===== src/rtl/lsu_mem_stage.sv =====
// Memory-access stage of the RV32I core.
// Accepts one load/store from execute, runs it on the req/gnt/rvalid data
// bus and returns an extended load result (or an error) to writeback.
//
// Handshakes:
//   upstream   - a request transfers on a cycle where req_valid && req_ready;
//                req_ready is high only in IDLE.
//   downstream - resp_valid is a single-cycle pulse with no backpressure.
//   bus        - dmem_req is held with stable addr/we/wdata/be until dmem_gnt;
//                read data is taken on dmem_rvalid, in the gnt cycle or later.
module lsu_mem_stage #(
    parameter int ADDR_W         = 32,
    parameter int TIMEOUT_CYCLES = 255
) (
    input  logic              clk,
    input  logic              rst_n,
    input  logic              req_valid,
    output logic              req_ready,
    input  logic [ADDR_W-1:0] req_addr,
    input  logic [31:0]       req_wdata,
    input  logic [2:0]        req_mem_read,
    input  logic [1:0]        req_mem_write,
    output logic              resp_valid,
    output logic [31:0]       resp_rdata,
    output logic              resp_err,
    output logic              dmem_req,
    output logic              dmem_we,
    output logic [ADDR_W-1:0] dmem_addr,
    output logic [31:0]       dmem_wdata,
    output logic [3:0]        dmem_be,
    input  logic              dmem_gnt,
    input  logic              dmem_rvalid,
    input  logic [31:0]       dmem_rdata
);

    localparam logic [1:0] S_IDLE = 2'd0;
    localparam logic [1:0] S_REQ  = 2'd1;
    localparam logic [1:0] S_WAIT = 2'd2;
    localparam logic [1:0] S_RESP = 2'd3;

    localparam logic [2:0] RD_NONE   = 3'b000;
    localparam logic [2:0] RD_BYTE   = 3'b001;
    localparam logic [2:0] RD_HALF   = 3'b010;
    localparam logic [2:0] RD_WORD   = 3'b011;
    localparam logic [2:0] RD_BYTE_U = 3'b100;
    localparam logic [2:0] RD_HALF_U = 3'b101;

    localparam logic [1:0] WR_NONE = 2'b00;
    localparam logic [1:0] WR_BYTE = 2'b01;
    localparam logic [1:0] WR_HALF = 2'b10;
    localparam logic [1:0] WR_WORD = 2'b11;

    localparam logic [31:0] ERR_DATA = 32'hdead_beef;
    localparam bit          TO_EN    = (TIMEOUT_CYCLES != 0);
    // Last counter value before the abort fires; unused when the timeout is off.
    localparam logic [31:0] TO_LAST  = TO_EN ? 32'(TIMEOUT_CYCLES - 1) : 32'd0;

    logic [1:0]        state;
    logic [31:0]       cnt;
    logic [ADDR_W-1:0] addr_q;
    logic              we_q;
    logic [31:0]       wdata_q;
    logic [3:0]        be_q;
    logic [2:0]        rd_q;
    logic [1:0]        off_q;
    logic [31:0]       rdata_q;
    logic              err_q;

    logic              illegal;
    logic              misaligned;
    logic              noop;
    logic [3:0]        be_n;
    logic [31:0]       wdata_n;
    logic              timeout_hit;

    // Select the addressed byte/half of a bus word and extend it per load type.
    function automatic logic [31:0] extend_load(input logic [2:0]  rd,
                                                input logic [1:0]  off,
                                                input logic [31:0] word);
        logic [7:0]  b;
        logic [15:0] h;
        logic [31:0] r;
        b = word[8*off +: 8];
        h = off[1] ? word[31:16] : word[15:0];
        r = word;
        case (rd)
            RD_BYTE:   r = {{24{b[7]}}, b};
            RD_BYTE_U: r = {24'd0, b};
            RD_HALF:   r = {{16{h[15]}}, h};
            RD_HALF_U: r = {16'd0, h};
            default:   r = word;
        endcase
        return r;
    endfunction

    // Classify the incoming request and build its byte enables and lane data.
    always_comb begin
        illegal    = 1'b0;
        misaligned = 1'b0;
        noop       = 1'b0;
        be_n       = 4'b0000;
        wdata_n    = 32'd0;

        if ((req_mem_read != RD_NONE && req_mem_write != WR_NONE) ||
            req_mem_read == 3'b110 || req_mem_read == 3'b111) begin
            illegal = 1'b1;
        end

        if (req_mem_read == RD_NONE && req_mem_write == WR_NONE) begin
            noop = 1'b1;
        end

        case (req_mem_read)
            RD_BYTE, RD_BYTE_U: be_n = 4'b0001 << req_addr[1:0];
            RD_HALF, RD_HALF_U: begin
                be_n       = req_addr[1] ? 4'b1100 : 4'b0011;
                misaligned = req_addr[0];
            end
            RD_WORD: begin
                be_n       = 4'b1111;
                misaligned = (req_addr[1:0] != 2'b00);
            end
            default: ;
        endcase

        case (req_mem_write)
            WR_BYTE: begin
                be_n    = 4'b0001 << req_addr[1:0];
                wdata_n = {4{req_wdata[7:0]}};
            end
            WR_HALF: begin
                be_n       = req_addr[1] ? 4'b1100 : 4'b0011;
                wdata_n    = {2{req_wdata[15:0]}};
                misaligned = req_addr[0];
            end
            WR_WORD: begin
                be_n       = 4'b1111;
                wdata_n    = req_wdata;
                misaligned = (req_addr[1:0] != 2'b00);
            end
            default: ;
        endcase
    end

    assign timeout_hit = TO_EN && (cnt == TO_LAST);

    // Transaction FSM with bus-side registers, timeout counter and response capture.
    always_ff @(posedge clk or negedge rst_n) begin
        if (!rst_n) begin
            state   <= S_IDLE;
            cnt     <= 32'd0;
            addr_q  <= '0;
            we_q    <= 1'b0;
            wdata_q <= 32'd0;
            be_q    <= 4'b0000;
            rd_q    <= RD_NONE;
            off_q   <= 2'b00;
            rdata_q <= 32'd0;
            err_q   <= 1'b0;
        end else begin
            case (state)
                S_IDLE: begin
                    // Stale gnt/rvalid arriving here are deliberately ignored.
                    if (req_valid) begin
                        if (illegal || misaligned) begin
                            err_q   <= 1'b1;
                            rdata_q <= ERR_DATA;
                            state   <= S_RESP;
                        end else if (noop) begin
                            err_q   <= 1'b0;
                            rdata_q <= 32'd0;
                            state   <= S_RESP;
                        end else begin
                            addr_q  <= {req_addr[ADDR_W-1:2], 2'b00};
                            we_q    <= (req_mem_write != WR_NONE);
                            wdata_q <= wdata_n;
                            be_q    <= be_n;
                            rd_q    <= req_mem_read;
                            off_q   <= req_addr[1:0];
                            err_q   <= 1'b0;
                            rdata_q <= 32'd0;
                            cnt     <= 32'd0;
                            state   <= S_REQ;
                        end
                    end
                end
                S_REQ: begin
                    // A grant in the final timeout cycle still wins over the abort.
                    if (dmem_gnt) begin
                        if (we_q) begin
                            state <= S_RESP;
                        end else if (dmem_rvalid) begin
                            rdata_q <= extend_load(rd_q, off_q, dmem_rdata);
                            state   <= S_RESP;
                        end else begin
                            cnt   <= cnt + 32'd1;
                            state <= S_WAIT;
                        end
                    end else if (timeout_hit) begin
                        err_q   <= 1'b1;
                        rdata_q <= ERR_DATA;
                        state   <= S_RESP;
                    end else begin
                        cnt <= cnt + 32'd1;
                    end
                end
                S_WAIT: begin
                    if (dmem_rvalid) begin
                        rdata_q <= extend_load(rd_q, off_q, dmem_rdata);
                        state   <= S_RESP;
                    end else if (timeout_hit) begin
                        err_q   <= 1'b1;
                        rdata_q <= ERR_DATA;
                        state   <= S_RESP;
                    end else begin
                        cnt <= cnt + 32'd1;
                    end
                end
                default: begin
                    state <= S_IDLE;
                end
            endcase
        end
    end

    assign req_ready  = (state == S_IDLE);
    assign resp_valid = (state == S_RESP);
    assign resp_rdata = resp_valid ? rdata_q : 32'd0;
    assign resp_err   = resp_valid & err_q;
    assign dmem_req   = (state == S_REQ);
    assign dmem_we    = we_q;
    assign dmem_addr  = addr_q;
    assign dmem_wdata = wdata_q;
    assign dmem_be    = be_q;

endmodule


===== config.mk =====
export PLATFORM = sky130hd
export DESIGN_NAME = lsu_mem_stage
export DESIGN_NICKNAME = d
export VERILOG_FILES = /design/src/rtl/lsu_mem_stage.sv
export SDC_FILE = /design/constraint.sdc
export NUM_CORES = 1
export LEC_CHECK = 0
export BUFFER_PORTS_ARGS = -buffer_cell sky130_fd_sc_hd__clkbuf_2
export CAP_MARGIN = 20
export CORE_ASPECT_RATIO = 1.4
export CORE_MARGIN = 3
export CORE_UTILIZATION = 58
export CTS_BUF_LIST = sky130_fd_sc_hd__clkbuf_16
export DETAILED_ROUTE_END_ITERATION = 12
export PLACE_DENSITY_LB_ADDON = 0.12
export REMOVE_ABC_BUFFERS = 1
export SLEW_MARGIN = 20
export SYNTH_ARGS = -nofsm -noshare
export SYNTH_HDL_FRONTEND = slang
export SYNTH_SLANG_ARGS = --single-unit

===== constraint.sdc =====
create_clock -name clk -period 4.8 [get_ports clk]
set_input_delay 0.24 -clock clk [delete_from_list [all_inputs] [get_ports clk]]
set_output_delay 0.24 -clock clk [all_outputs]
set_load 0.005 [all_outputs]

==> results.cfg <==
[global_routing]
grt_busiest_layer = met2
grt.met3_usage = 0.0759
grt_start_max_net_pins = 104
met1_usage = 0.371
grt_util_all_layers = 0.293
grt_antenna_before_repair = 0
met2_usage = 0.491
grt_pass1_vias = 7358
grt_overflow = 0
grt_pass1_wl_mm = 36.2

[power_and_ir_drop]
seq_power_share = 0.337
switchingPower_mw = 2.28
power_density_mw_per_mm2 = 581
power_frac_clock = 0.242
internal_power_mw = 3.45
swShare = 0.398
leakage_nw = 4.67
vdd_ir_drop_max_mv = 0.305
combPwrFrac = 0.420

[synthesis]
synth.distinct_cells = 72
avgSynthCellArea_sq_um = 8.61
yosysTopAreaCell = dfrtp_1
netlist.area_leader.share = 0.436
yosysSeqAreaShare = 0.436
yosys-top-cells-area = dfrtp_1, nand2_1, nor2_1, o21ai_0, a221oi_1
synth-edff-count = 0
ys_async_sr_fraction = 1.00
ys.warnings.count = 0
ys_seq_elements = 139
ys.flop_type = dfrtp_1
netlist_area_sq_mm = 0.00798
synthCells = 927

[setup_path]
crit_start = state[1]
crit_chain = inv_1, ha_1, a22o_1, o21a_1, or2_1, nor2_1, nand3_2, o41ai_1
critPathMaxFanout = 23
worstPathArrival_ns = 3.65
crit_type = flip-flop to flip-flop
r2r-start = state[1]
cp-end-kind = flip-flop
critPathMaxStageDelay_ns = 0.54
critPathRequiredTime_ns = 5.11
cp_num_buf_inv = 1
start_kind = flip-flop
cpMaxStageDelayCell = or2_1
cp_top_family = simple AND/OR/NAND/NOR gates

[cells_and_area]
diodes = 0
drive_above_1_share = 0.248
fin_nets = 1229
final_common_cell = clkbuf_2
final_cell_mix = clkbuf_2, nand2_1, dfrtp_1
syn2layout_area_growth_pct = 23.5
final_util = 0.733
nFillCells = 1061

[sta]
fmax_mhz = 299
finalMaxSlewViolations = 0
rsz0062_at_grt = no
slew-limit-headroom = 0.329
final.period_utilization = 0.696
hold_viol = 0
fin_skew_ns = 0.00824
max_slew.worst_pin.slew_ns = 1.00
hold_ws_ns = 0.00454
setup_ws_ns = 1.46
setup_viol = 0
min_period_ns = 3.34

[clock_tree]
cts.path.max_buffers = 2
htreeDepth = 4
cts_tree = built
clkSlewWorstSetupHoldPaths_ns = 0.06
root_buffer = clkbuf_16
numCtsBuffers = 17
tritoncts_num_sinks = 139
insertion_delay_ns = 0.43

[flow_run]
drv_cap = 0

[detailed_routing]
firstDrtPassIters = 5
via_per_inst = 6.03
drc = 0
wl_mm = 22.4
wl_per_cell_microns = 17.1
antenna_left = 0
drt_iter0_drc = 456
vias = 7905

[die]
dieArea_sq_mm = 0.0152
die_h_microns = 145
ioPinCount = 211
core_area_sq_mm = 0.0135
start_util = 0.593
die_w_microns = 105
rows = 50

[placed_design]
gp_congestion = 0.949
place_ws_ns = 1.54
io_buffers = 208
dp_hpwl_mm = 15.3

[status]
status = finished, final reports clean

[min_path]
min_from = req_addr[7]
worstHoldPathType = input pin to flip-flop
metrics by stage:
step / instances / power [mW] / TNS [ns] / instance area (sq um)
3_3_place_gp: 1256 / 4.26 / 0 / 9010
4_1_cts: 1310 / 5.73 / 0 / 9850
2_1_floorplan: 857 / 3.35 / -0.163 / 7650
3_5_place_dp: 1256 / 4.31 / 0 / 9010
6_report: 1310 / 5.73 / 0 / 9860
5_1_grt: 1310 / 6.14 / 0 / 9860
area by class of cell:
| class | count | area, sq um | share of cell area |
|---|---|---|---|
| sequential | 139 | 3480 | 0.353 |
| timing repair buffer | 239 | 1350 | 0.137 |
| multi-input combinational | 705 | 4130 | 0.419 |
| tap | 182 | 228 | 0.0231 |
| clock buffer | 17 | 425 | 0.0432 |
| clock inverter | 15 | 196 | 0.0199 |
| inverter | 13 | 48.8 | 0.00495 |
repair_timing:
action	4_1_cts	5_1_grt
buffers inserted	0	0
hold buffers	22	0
resized for setup	0	0
endpoints found under the hold margin	123	0
metal layers:
metal	routed length (microns)	part of all wire
met1	8920	0.40
met2	11200	0.50
met3	1800	0.080
met4	478	0.021
met5	0	0
worst register-to-register path, stage by stage (launching register included):
cell and delay [ns]:
dfrtp_1 0.43, inv_1 0.09, ha_1 0.30, a22o_1 0.36, o21a_1 0.16, or2_1 0.54, nor2_1 0.37, nand3_2 0.45
o41ai_1 0.51
cells in the mapped netlist (3+ instances only):
| library cell | n |
|---|---|
| and4_1 | 4 |
| nor2_1 | 76 |
| xnor2_1 | 3 |
| clkbuf_1 | 49 |
| a41oi_1 | 5 |
| o21a_1 | 4 |
| a31oi_1 | 14 |
| o211ai_1 | 8 |
| and3_1 | 6 |
| ha_1 | 8 |
| o22ai_1 | 6 |
| o31ai_1 | 35 |
| o31a_1 | 3 |
| a21o_1 | 5 |
| o41ai_1 | 4 |
| buf_2 | 12 |
| nor3b_1 | 6 |
| nand3_1 | 46 |
| a211oi_1 | 4 |
| mux2i_1 | 8 |
| and2_1 | 38 |
| dfrtp_1 | 139 |
| o21ai_1 | 4 |
| nor2b_1 | 8 |
| buf_4 | 3 |
| nand2_1 | 185 |
| o21ai_0 | 55 |
| nand4_1 | 9 |
| inv_1 | 13 |
| nor3_1 | 11 |
| o2bb2ai_1 | 4 |
| nor4_1 | 7 |
| a221oi_1 | 30 |
| nand2b_1 | 12 |
| o221ai_1 | 4 |
| o22a_1 | 4 |
| mux2_2 | 16 |
| or3_1 | 3 |
| o32a_1 | 5 |
| buf_6 | 6 |
| a21oi_1 | 24 |
state kept, by name, summed over array words and instances (netlist names):
name and flops:
cnt 32, dmem_wdata 32, rdata_q 32, dmem_addr 30
dmem_be 4, rd_q 3, off_q 2, state 2
dmem_we 1, err_q 1
power groups by stage:
stage	combinational (mW)	clock, mW	sequential (mW)
after floorplan	1.46	0	1.89
after global placement	2.33	0	1.93
after detailed placement	2.38	0	1.93
after CTS	2.40	1.40	1.92
after global routing	2.70	1.46	1.99
final	2.41	1.39	1.93
worst paths after layout:
check                               end  slack [ns]  depth (start not counted)
max in group asynchronous       cnt[20]        3.23                          3
min reg2reg                 rdata_q[22]        0.46                          2
max reg2reg                     cnt[17]        1.46                          8
max                             cnt[17]        1.46                          8
min in group asynchronous   rdata_q[26]        0.47                          2
min                        dmem_addr[7]       0.005                          3
kinds of logic (layout without fill, tap and decap cells):
| family | Yosys count | count (layout) | share of synthesized area |
|---|---|---|---|
| flip-flops | 139 | 139 | 0.436 |
| buffers and inverters | 84 | 284 | 0.0484 |
| XOR/XNOR | 3 | 3 | 0.00329 |
| multiplexers | 25 | 25 | 0.0354 |
| AO/OA/AOI/OAI | 235 | 235 | 0.208 |
| adder cells (fa/ha/maj) | 8 | 8 | 0.0125 |
| AND/OR/NAND/NOR | 432 | 432 | 0.256 |
| other | 1 | 2 | 0.000470 |
Power figures use the tool's default switching activity.
